===== src/rtl/button_conditioner.sv =====
// Multi-channel button/switch conditioner: two-flop synchroniser, saturating up/down
// integrator with hysteresis, rise/fall event pulses and optional auto-repeat per channel.
module button_conditioner #(
  parameter int WIDTH          = 1,
  parameter int SAMPLE_CNT_MAX = 62500,
  parameter int PULSE_CNT_MAX  = 200,
  parameter int REPEAT_EN      = 1,
  parameter int HOLD_CNT_MAX   = 500,
  parameter int REPEAT_CNT_MAX = 100
) (
  input  logic             clk,
  input  logic             rst_n,
  input  logic [WIDTH-1:0] glitchy_signal,
  output logic [WIDTH-1:0] debounced_signal,
  output logic [WIDTH-1:0] rise_pulse,
  output logic [WIDTH-1:0] fall_pulse,
  output logic [WIDTH-1:0] repeat_pulse
);

  localparam int TICK_W  = $clog2(SAMPLE_CNT_MAX);
  localparam int CNT_W   = $clog2(PULSE_CNT_MAX + 1);
  localparam int REP_MAX = (HOLD_CNT_MAX > REPEAT_CNT_MAX) ? HOLD_CNT_MAX : REPEAT_CNT_MAX;
  localparam int REP_W   = (REP_MAX > 1) ? $clog2(REP_MAX) : 1;

  localparam logic [TICK_W-1:0] TICK_LAST = TICK_W'(SAMPLE_CNT_MAX - 1);
  localparam logic [CNT_W-1:0]  CNT_TOP   = CNT_W'(PULSE_CNT_MAX);

  logic [WIDTH-1:0]  sync_meta;
  logic [WIDTH-1:0]  s;
  logic [TICK_W-1:0] tick_cnt;
  logic              tick;

  always_ff @(posedge clk or negedge rst_n) begin
    if (!rst_n) begin
      sync_meta <= '0;
      s         <= '0;
    end else begin
      sync_meta <= glitchy_signal;
      s         <= sync_meta;
    end
  end

  // One sample tick shared by every channel; restarts from 0 after reset.
  assign tick = (tick_cnt == TICK_LAST);

  always_ff @(posedge clk or negedge rst_n) begin
    if (!rst_n) begin
      tick_cnt <= '0;
    end else if (tick) begin
      tick_cnt <= '0;
    end else begin
      tick_cnt <= tick_cnt + TICK_W'(1);
    end
  end

  for (genvar i = 0; i < WIDTH; i++) begin : g_ch
    logic [CNT_W-1:0] cnt;
    logic             deb;
    logic             rise;
    logic             fall;
    logic             at_top;
    logic             at_bottom;

    assign at_top    = (cnt == CNT_TOP);
    assign at_bottom = (cnt == '0);

    always_ff @(posedge clk or negedge rst_n) begin
      if (!rst_n) begin
        cnt <= '0;
      end else if (tick) begin
        if (s[i] && !at_top) begin
          cnt <= cnt + CNT_W'(1);
        end else if (!s[i] && !at_bottom) begin
          cnt <= cnt - CNT_W'(1);
        end
      end
    end

    // Level only flips at the integrator bounds, so mid-range counts keep the old level.
    always_ff @(posedge clk or negedge rst_n) begin
      if (!rst_n) begin
        deb  <= 1'b0;
        rise <= 1'b0;
        fall <= 1'b0;
      end else begin
        rise <= ~deb & at_top;
        fall <= deb & at_bottom;
        if (at_top) begin
          deb <= 1'b1;
        end else if (at_bottom) begin
          deb <= 1'b0;
        end
      end
    end

    assign debounced_signal[i] = deb;
    assign rise_pulse[i]       = rise;
    assign fall_pulse[i]       = fall;

    if (REPEAT_EN != 0) begin : g_rep
      localparam logic [REP_W-1:0] HOLD_LAST = REP_W'(HOLD_CNT_MAX - 1);
      localparam logic [REP_W-1:0] RPT_LAST  = REP_W'(REPEAT_CNT_MAX - 1);

      logic [REP_W-1:0] rep_cnt;
      logic             armed;
      logic             rep;

      // First repeat waits the long hold interval; once armed, the shorter interval applies.
      always_ff @(posedge clk or negedge rst_n) begin
        if (!rst_n) begin
          rep_cnt <= '0;
          armed   <= 1'b0;
          rep     <= 1'b0;
        end else begin
          rep <= 1'b0;
          if (!deb) begin
            rep_cnt <= '0;
            armed   <= 1'b0;
          end else if (tick) begin
            if (rep_cnt == (armed ? RPT_LAST : HOLD_LAST)) begin
              rep     <= 1'b1;
              rep_cnt <= '0;
              armed   <= 1'b1;
            end else begin
              rep_cnt <= rep_cnt + REP_W'(1);
            end
          end
        end
      end

      assign repeat_pulse[i] = rep;
    end else begin : g_norep
      assign repeat_pulse[i] = 1'b0;
    end
  end

endmodule

===== config.mk =====
export PLATFORM = sky130hd
export DESIGN_NAME = button_conditioner
export DESIGN_NICKNAME = d
export VERILOG_FILES = /design/src/rtl/button_conditioner.sv
export SDC_FILE = /design/constraint.sdc
export NUM_CORES = 1
export LEC_CHECK = 0
export CAP_MARGIN = 5
export CORE_ASPECT_RATIO = 1.5
export CORE_MARGIN = 4
export CORE_UTILIZATION = 65
export DETAILED_ROUTE_END_ITERATION = 10
export GPL_TIMING_DRIVEN = 1
export PLACE_DENSITY_LB_ADDON = 0.3
export SYNTH_ARGS = -nofsm -noshare
export SYNTH_HDL_FRONTEND = slang
export SYNTH_SLANG_ARGS = --single-unit

===== constraint.sdc =====
create_clock -name clk -period 7.52 [get_ports clk]
set_input_delay 1.128 -clock clk [delete_from_list [all_inputs] [get_ports clk]]
set_output_delay 1.128 -clock clk [all_outputs]
set_load 0.01 [all_outputs]

==> results of run 1 <==
## worst register-to-register path, stage by stage, from the launching register on
cell	delay, ns
dfrtp_1	0.43
or4_4	0.57
o31ai_4	0.44
ha_1	0.34
a211oi_1	0.43
o21bai_1	0.15
a21oi_1	0.23
xnor2_1	0.09
mux2_2	0.26
## worst min-delay path by stage
stage / start / end / slack [ns] / depth (start not counted)
after CTS: sync_meta / s / 0.36 / 0
after global routing: sync_meta / s / 0.38 / 0
final: sync_meta / s / 0.35 / 0
after global placement: sync_meta / s / 0.33 / 0
after detailed placement: sync_meta / s / 0.34 / 0
after floorplan: sync_meta / s / 0.33 / 0
## stage by stage
step,setup slack (ns),cells,cell area [um^2],hold WS [ns]
global route,4.29,255,2340,0.383
detailed placement,4.50,247,2230,0.341
CTS,4.49,255,2340,0.359
floorplan,4.84,205,2140,0.331
global placement,4.74,247,2230,0.333
finish,4.46,255,2340,0.355
## synth_stat cells, types with 2 or more instances
cell type,count
a211oi_1,3
a21boi_1,3
a21o_1,3
a21oi_1,11
a31oi_1,3
and2_1,4
and3_1,6
and4bb_2,2
buf_2,2
clkbuf_1,2
dfrtp_1,40
ha_1,8
inv_1,2
mux2_2,3
nand2_1,15
nand3_1,11
nand4_1,3
nor2_1,16
nor2b_1,3
nor3_1,3
nor4_1,2
nor4b_1,2
o211ai_1,2
o21a_1,2
o21ai_0,9
o21ai_1,2
o21bai_1,2
o31ai_1,2
or3_1,2
xnor2_1,11
xor2_1,7
## cell usage in the layout, fill, tap and decap left out, types with 2 or more instances in the layout
master	n
dfrtp_1	40
nor2_1	16
nand2_1	15
nand3_1	11
xnor2_1	11
a21oi_1	11
o21ai_0	9
ha_1	8
xor2_1	7
and3_1	6
clkbuf_8	5
clkdlybuf4s50_1	5
and2_1	4
nand4_1	3
nor3_1	3
a31oi_1	3
mux2_2	3
a21boi_1	3
a21o_1	3
nor2b_1	3
a211oi_1	3
and4bb_2	2
nor4b_1	2
inv_1	2
nor4_1	2
o211ai_1	2
o31ai_1	2
or3_1	2
o21ai_1	2
o21a_1	2
o21bai_1	2
## where the power goes
part	internal, mW	switching, mW
clock network	0.0984	0.0711
logic	0.00356	0.00800
registers	0.216	0.000497
total	0.317	0.0796
## per-layer routing
metal  wire length, um  GRT usage (%)  vias to the layer above  part of all wire [%]
li1                  -              -                      767                     -
met1              1600           24.8                      800                    39
met2              2200           39.0                       44                    53
met3               172           5.50                       21                   4.1
met4               179           13.1                        0                   4.3
met5                 0              0                        -                     0
## layout make-up
cell class	instances	area (um^2)	share of cell area [%]
multi-input cells	159	1120	47.8
clock buffers	6	72.6	3.10
clock inverters	2	35.0	1.50
inverters	2	7.51	0.321
flip-flops and latches	40	1000	42.8
repair buffers	6	55.1	2.35
well taps	40	50.0	2.14
## sequential cells by signal (all words and copies together) (netlist names)
signal              count
tick_cnt               16
g_ch.g_rep.armed        1
g_ch.g_rep.rep_cnt      9
fall_pulse              1
debounced_signal        1
rise_pulse              1
sync_meta               1
s                       1
g_ch.cnt                8
repeat_pulse            1
## cell families after synthesis
family	Yosys count	synth area share, %
compound gates	49	16.2
flops	40	46.7
simple gates	79	20.9
buf+inv	6	1.17
mux	4	2.10
fa+ha+maj	9	5.60
xor+xnor	18	7.35
==> results.cfg, run 1 <==
[outcome]
status = completed

[clocking]
cts-root-to-sink-buffers = 2
cts_tree = built
clkLatencyLatePin_ns = 0.30
num_clock_sinks = 40
tritoncts.num_buffers = 5
post-cts-setup-buffer-count = 0
cts-htree-levels = 2
cts_repair_resize_count = 0
root_buffer = clkbuf_8
cts.hold.buffers_added = 0
path_clk_slew_ns = 0.08

[timing]
aggregate_negative_setup_slack_ns = 0
max-slew-margin-rel_pct = 43.1
report.final.slew_viol_count = 0
final_period_minus_worst_setup_slack_ns = 3.06
finClkSkew_ns = 0.00993
worst-slew-pin-transition_ns = 0.853
finalHoldViolations = 0
setup-violations-final = 0
min_period_over_period_pct = 40.7
achievable-frequency_mhz = 327
rsz0062_at_grt = no

[logic_synthesis]
synth_area_um2 = 2140
synth_flop_cell = dfrtp_1
yosys.area.top_type_share_pct = 46.7
ys_top_cells_by_area = dfrtp_1 (47%), ha_1 (4.7%), xnor2_1 (4.5%), xor2_1 (2.9%), nor2_1 (2.8%)
synth.avg_cell_area_um2 = 10.5
synthesis.yosys.warnings = 0
ff_latch_count_synth = 40
synth.lib_cells_used.distinct = 50
async_reset_ff_share_pct = 100
synth-edff-count = 0
cell_count_after_synthesis = 205
ys_seq_area_share_pct = 46.7
synth_top_area_cell = dfrtp_1
syn_nets = 217

[placement]
place_congestion = 0.879
numPortBuffers = 6
detailedPlacementHpwl_um = 3080

[routing]
route.vias.total = 1632
remaining_drc_errors = 0
first_pass_iters = 4
route.detailed.vias_per_inst = 6.40
route.antenna.remaining_nets = 0
post_drt_wl_per_cell_um = 16.3
drt_wl_total_um = 4160
detailedRoute.firstIterationViolations = 37

[power]
power.leakage_nw = 1.06
ir_drop_mv = 0.151
power.density_cell_area_nw_per_um2 = 170
total_power_consumption_uw = 397

[finish]
num_antenna_cells = 0
fin_nets = 226
nFillCells = 229
post_route_cells_drive_above_1_share_pct = 9.77
synthToLayoutAreaGrowth_pct = 9.10
utilization_pct = 74.1

[floorplan]
die_width_um = 54.9
die_area_um2 = 4300
core_outline_area_um2 = 3160
row_count = 25
ioPinCount = 7
floorplan.die.height_um = 78.4
floorplan.initialDensity_pct = 67.9

[worst_setup_path]
endpoint_kind = register
regToRegSetupSlack_ns = 4.46
endpoint_of_the_worst_setup_timing_path = g_ch[0].cnt[5]
reg2regPathDepth = 8
crit_path_cell_trace = or4_4 -> o31ai_4 -> ha_1 -> a211oi_1 -> o21bai_1 -> a21oi_1 -> xnor2_1 -> mux2_2
cp_slowest_cell = or4_4
critPathMaxFanout = 9
regToRegEndpoint = g_ch[0].cnt[5]
timing.critical_path.max_delay_family = compound AO/OA/AOI/OAI gates
cp_slowest_stage_delay_ns = 0.57
critical_path_buf_inv_count = 0
start_kind = register
critical_path_cell_count = 8
data_arrival_time_of_the_worst_path_ns = 3.24
critical_path.startpoint = g_ch[0].cnt[1]
timing.setup.critical_path_class = reg2reg
cp.required_ns = 7.70
r2r_start = g_ch[0].cnt[1]

[min_path]
min-delay-path-class = reg2reg

[grt]
first_global_vias = 1619
grtUsageTotal_pct = 23.1
number_of_antenna_violations_at_the_first_check_in_global_routing = 0
maximum_number_of_pins_on_one_net_before_global_route_repair = 41
grt_overflow_total = 0
first_pass_grt_wire_length_um = 7180

[flow_run]
drv_cap = 0
(Power assumes the default switching activity.)
==> inputs of run 2 (changes only) <==
Settings changed: CORE_UTILIZATION 65 to 54.
Clock period 7.52 ns to 2.51 ns, I/O delays scaled along.
==> run 2 against run 1 <==
Clock-buffer cell count is 1 higher. Final cell count is 9.0% higher. Cell area is 14% higher. Register-to-register slack worse by 4.5 ns. Largest cell class unchanged. Sequential cell count stayed put. The flow now finishes with violations (setup timing). Die area is 18% higher. Global-route usage is 3.3 points lower. First-iteration DRC count is 92% higher. Sequential power grew to 3.0 times the previous value. Critical endpoint is now g_ch[0].cnt[7]. Non-clock buffer count is 20 higher. Highest routed layer unchanged. Clock power grew to 3.4 times the previous value. Sequential share of layout area is 5.3 points lower.
==> results.cfg, run 2 (synthesized netlist as in run 1, its figures left out) <==
[grt]
grt_overflow_total = 0
first_pass_grt_wire_length_um = 7660
grtUsageTotal_pct = 19.7
number_of_antenna_violations_at_the_first_check_in_global_routing = 0
first_global_vias = 1739
maximum_number_of_pins_on_one_net_before_global_route_repair = 41

[placement]
placed_cell_area_um2 = 2360
place_worst_setup_slack_ns = -0.113
numPortBuffers = 6
detailedPlacementHpwl_um = 3150
place_congestion = 0.868

[finish]
synthToLayoutAreaGrowth_pct = 24.4
num_antenna_cells = 0
largest_register_ffs = 16
post_route_cells_drive_above_1_share_pct = 26.4
final_design_area_no_fill_um2 = 2670
max_flop_register = tick_cnt
multiInputGateArea_um2 = 1260
mostFrequentLayoutCell = dfrtp_1
fin_nets = 246
utilization_pct = 71.2
seqCellArea_um2 = 1000
top_regs = tick_cnt: 16 flops, g_ch.g_rep.rep_cnt: 9 flops, g_ch.cnt: 8 flops
nFillCells = 263
most-common-layout-cells = dfrtp_1 (40), buf_4 (17), nor2_1 (16)

[worst_setup_path]
data_arrival_time_of_the_worst_path_ns = 2.77
critical_path.startpoint = g_ch[0].cnt[1]
cp_common_cell = buf_6
start_kind = register
timing.critical_path.max_delay_family = simple AND/OR/NAND/NOR gates
cp_slowest_stage_delay_ns = 0.55
critical_path_buf_inv_count = 2
critPathMaxFanout = 7
reg2regPathDepth = 10
cp.required_ns = 2.72
endpoint_kind = register
cp_slowest_cell = or4_4
timing.setup.critical_path_class = reg2reg
crit_path_cell_trace = or4_4 -> o31ai_4 -> buf_6 -> buf_6 -> ha_4 -> nand3_2 -> or3_4 -> and3_4 -> o21ai_2 -> xnor2_1
critical_path_cell_count = 10
r2r_start = g_ch[0].cnt[1]

[power]
power.leakage_nw = 1.18
share_of_total_power_in_the_clock_network_pct = 44.6
power.combinational.fraction_pct = 4.7
p_int_mw = 1.02
sequentialPowerShare_pct = 50.8
ir_drop_mv = 0.415
p_sw_share_pct = 19.7
power.density_cell_area_nw_per_um2 = 478
p_sw_uw = 251

[min_path]
min-delay-path-class = in2async

[timing]
final_period_minus_worst_setup_slack_ns = 2.56
min_period_over_period_pct = 102
max-slew-margin-rel_pct = 43.3
timing.final.ws_setup_ns = -0.0463
aggregate_negative_setup_slack_ns = -0.116
rsz0062_at_grt = yes
achievable-frequency_mhz = 391
setup-violations-final = 3
report.final.slew_viol_count = 0
finalHoldViolations = 0
finClkSkew_ns = 0.00425
worst-slew-pin-transition_ns = 0.850

[floorplan]
floorplan.die.height_um = 85.2
row_count = 27
die_width_um = 59.5
floorplan.initialDensity_pct = 57.2
core_outline_area_um2 = 3750
die_area_um2 = 5060
ioPinCount = 7

[outcome]
status = complete, but fails checks
failed_checks = setup timing

[clocking]
path_clk_slew_ns = 0.08
tritoncts.num_buffers = 5
cts-htree-levels = 2
num_clock_sinks = 40
cts_tree = built
cts-root-to-sink-buffers = 2
cts.hold.buffers_added = 0
root_buffer = clkbuf_8
clkLatencyLatePin_ns = 0.29

[routing]
first_pass_iters = 4
route.detailed.vias_per_inst = 5.99
drt_wl_total_um = 4540
remaining_drc_errors = 0
route.antenna.remaining_nets = 0
post_drt_wl_per_cell_um = 16.3
route.vias.total = 1666
detailedRoute.firstIterationViolations = 71

[flow_run]
drv_cap = 0
[run 2: power groups by stage]
stage,Sequential [mW],Clock [mW],Combinational (mW)
final,0.647,0.568,0.0593
after global routing,0.647,0.619,0.0655
after CTS,0.647,0.581,0.0443
after detailed placement,0.660,0,0.0415
after global placement,0.660,0,0.0396
after floorplan,0.659,0,0.0176
[run 2: worst paths after layout]
path                                    end  slack, ns
min reg2reg                               s       0.36
min                            tick_cnt[10]       0.19
max in group asynchronous  debounced_signal       1.79
min in group clk                          s       0.36
max reg2reg                  g_ch[0].cnt[7]      -0.05
max                          g_ch[0].cnt[7]      -0.05
[run 2: timing repair]
action	in CTS	in global routing
setup endpoints to repair	3	3
pin swaps	2	15
endpoints found under the hold margin	0	0
setup buffers	1	4
resized for setup	7	21
[run 2: worst register-to-register path: cells and delay by family, from the launching register on]
family                   cells  cell delay [ns]
AO/OA/AOI/OAI                2             0.36
AND/OR/NAND/NOR              4             1.13
XOR/XNOR                     1             0.13
buffers and inverters        2             0.30
adder cells (fa/ha/maj)      1             0.15
flip-flops                   1             0.40
[run 2: per-layer routing]
metal / part of all wire (%) / GRT usage, % / wire [um] / up-vias
met5: 0 / 0 / 0 / -
met4: 3.9 / 11.1 / 177 / 0
met3: 2.4 / 4.57 / 109 / 16
met2: 54 / 33.7 / 2440 / 30
met1: 40 / 21.6 / 1810 / 814
li1: - / - / - / 806
[run 2: cell type report]
| class | instances | share of cell area [%] |
|---|---|---|
| clock buffer | 7 | 3.61 |
| clock inverter | 1 | 1.13 |
| inverter | 2 | 0.281 |
| multi-input combinational | 159 | 47.4 |
| sequential | 40 | 37.5 |
| tap | 43 | 2.02 |
| timing repair buffer | 26 | 8.11 |
[run 2: per-stage QoR]
step | power [mW] | std cells | hold slack [ns]
6_report | 1.27 | 278 | 0.188
5_1_grt | 1.33 | 278 | 0.263
4_1_cts | 1.27 | 274 | 0.212
3_5_place_dp | 0.701 | 265 | 0.340
3_3_place_gp | 0.699 | 265 | 0.332
2_1_floorplan | 0.677 | 205 | 0.0809
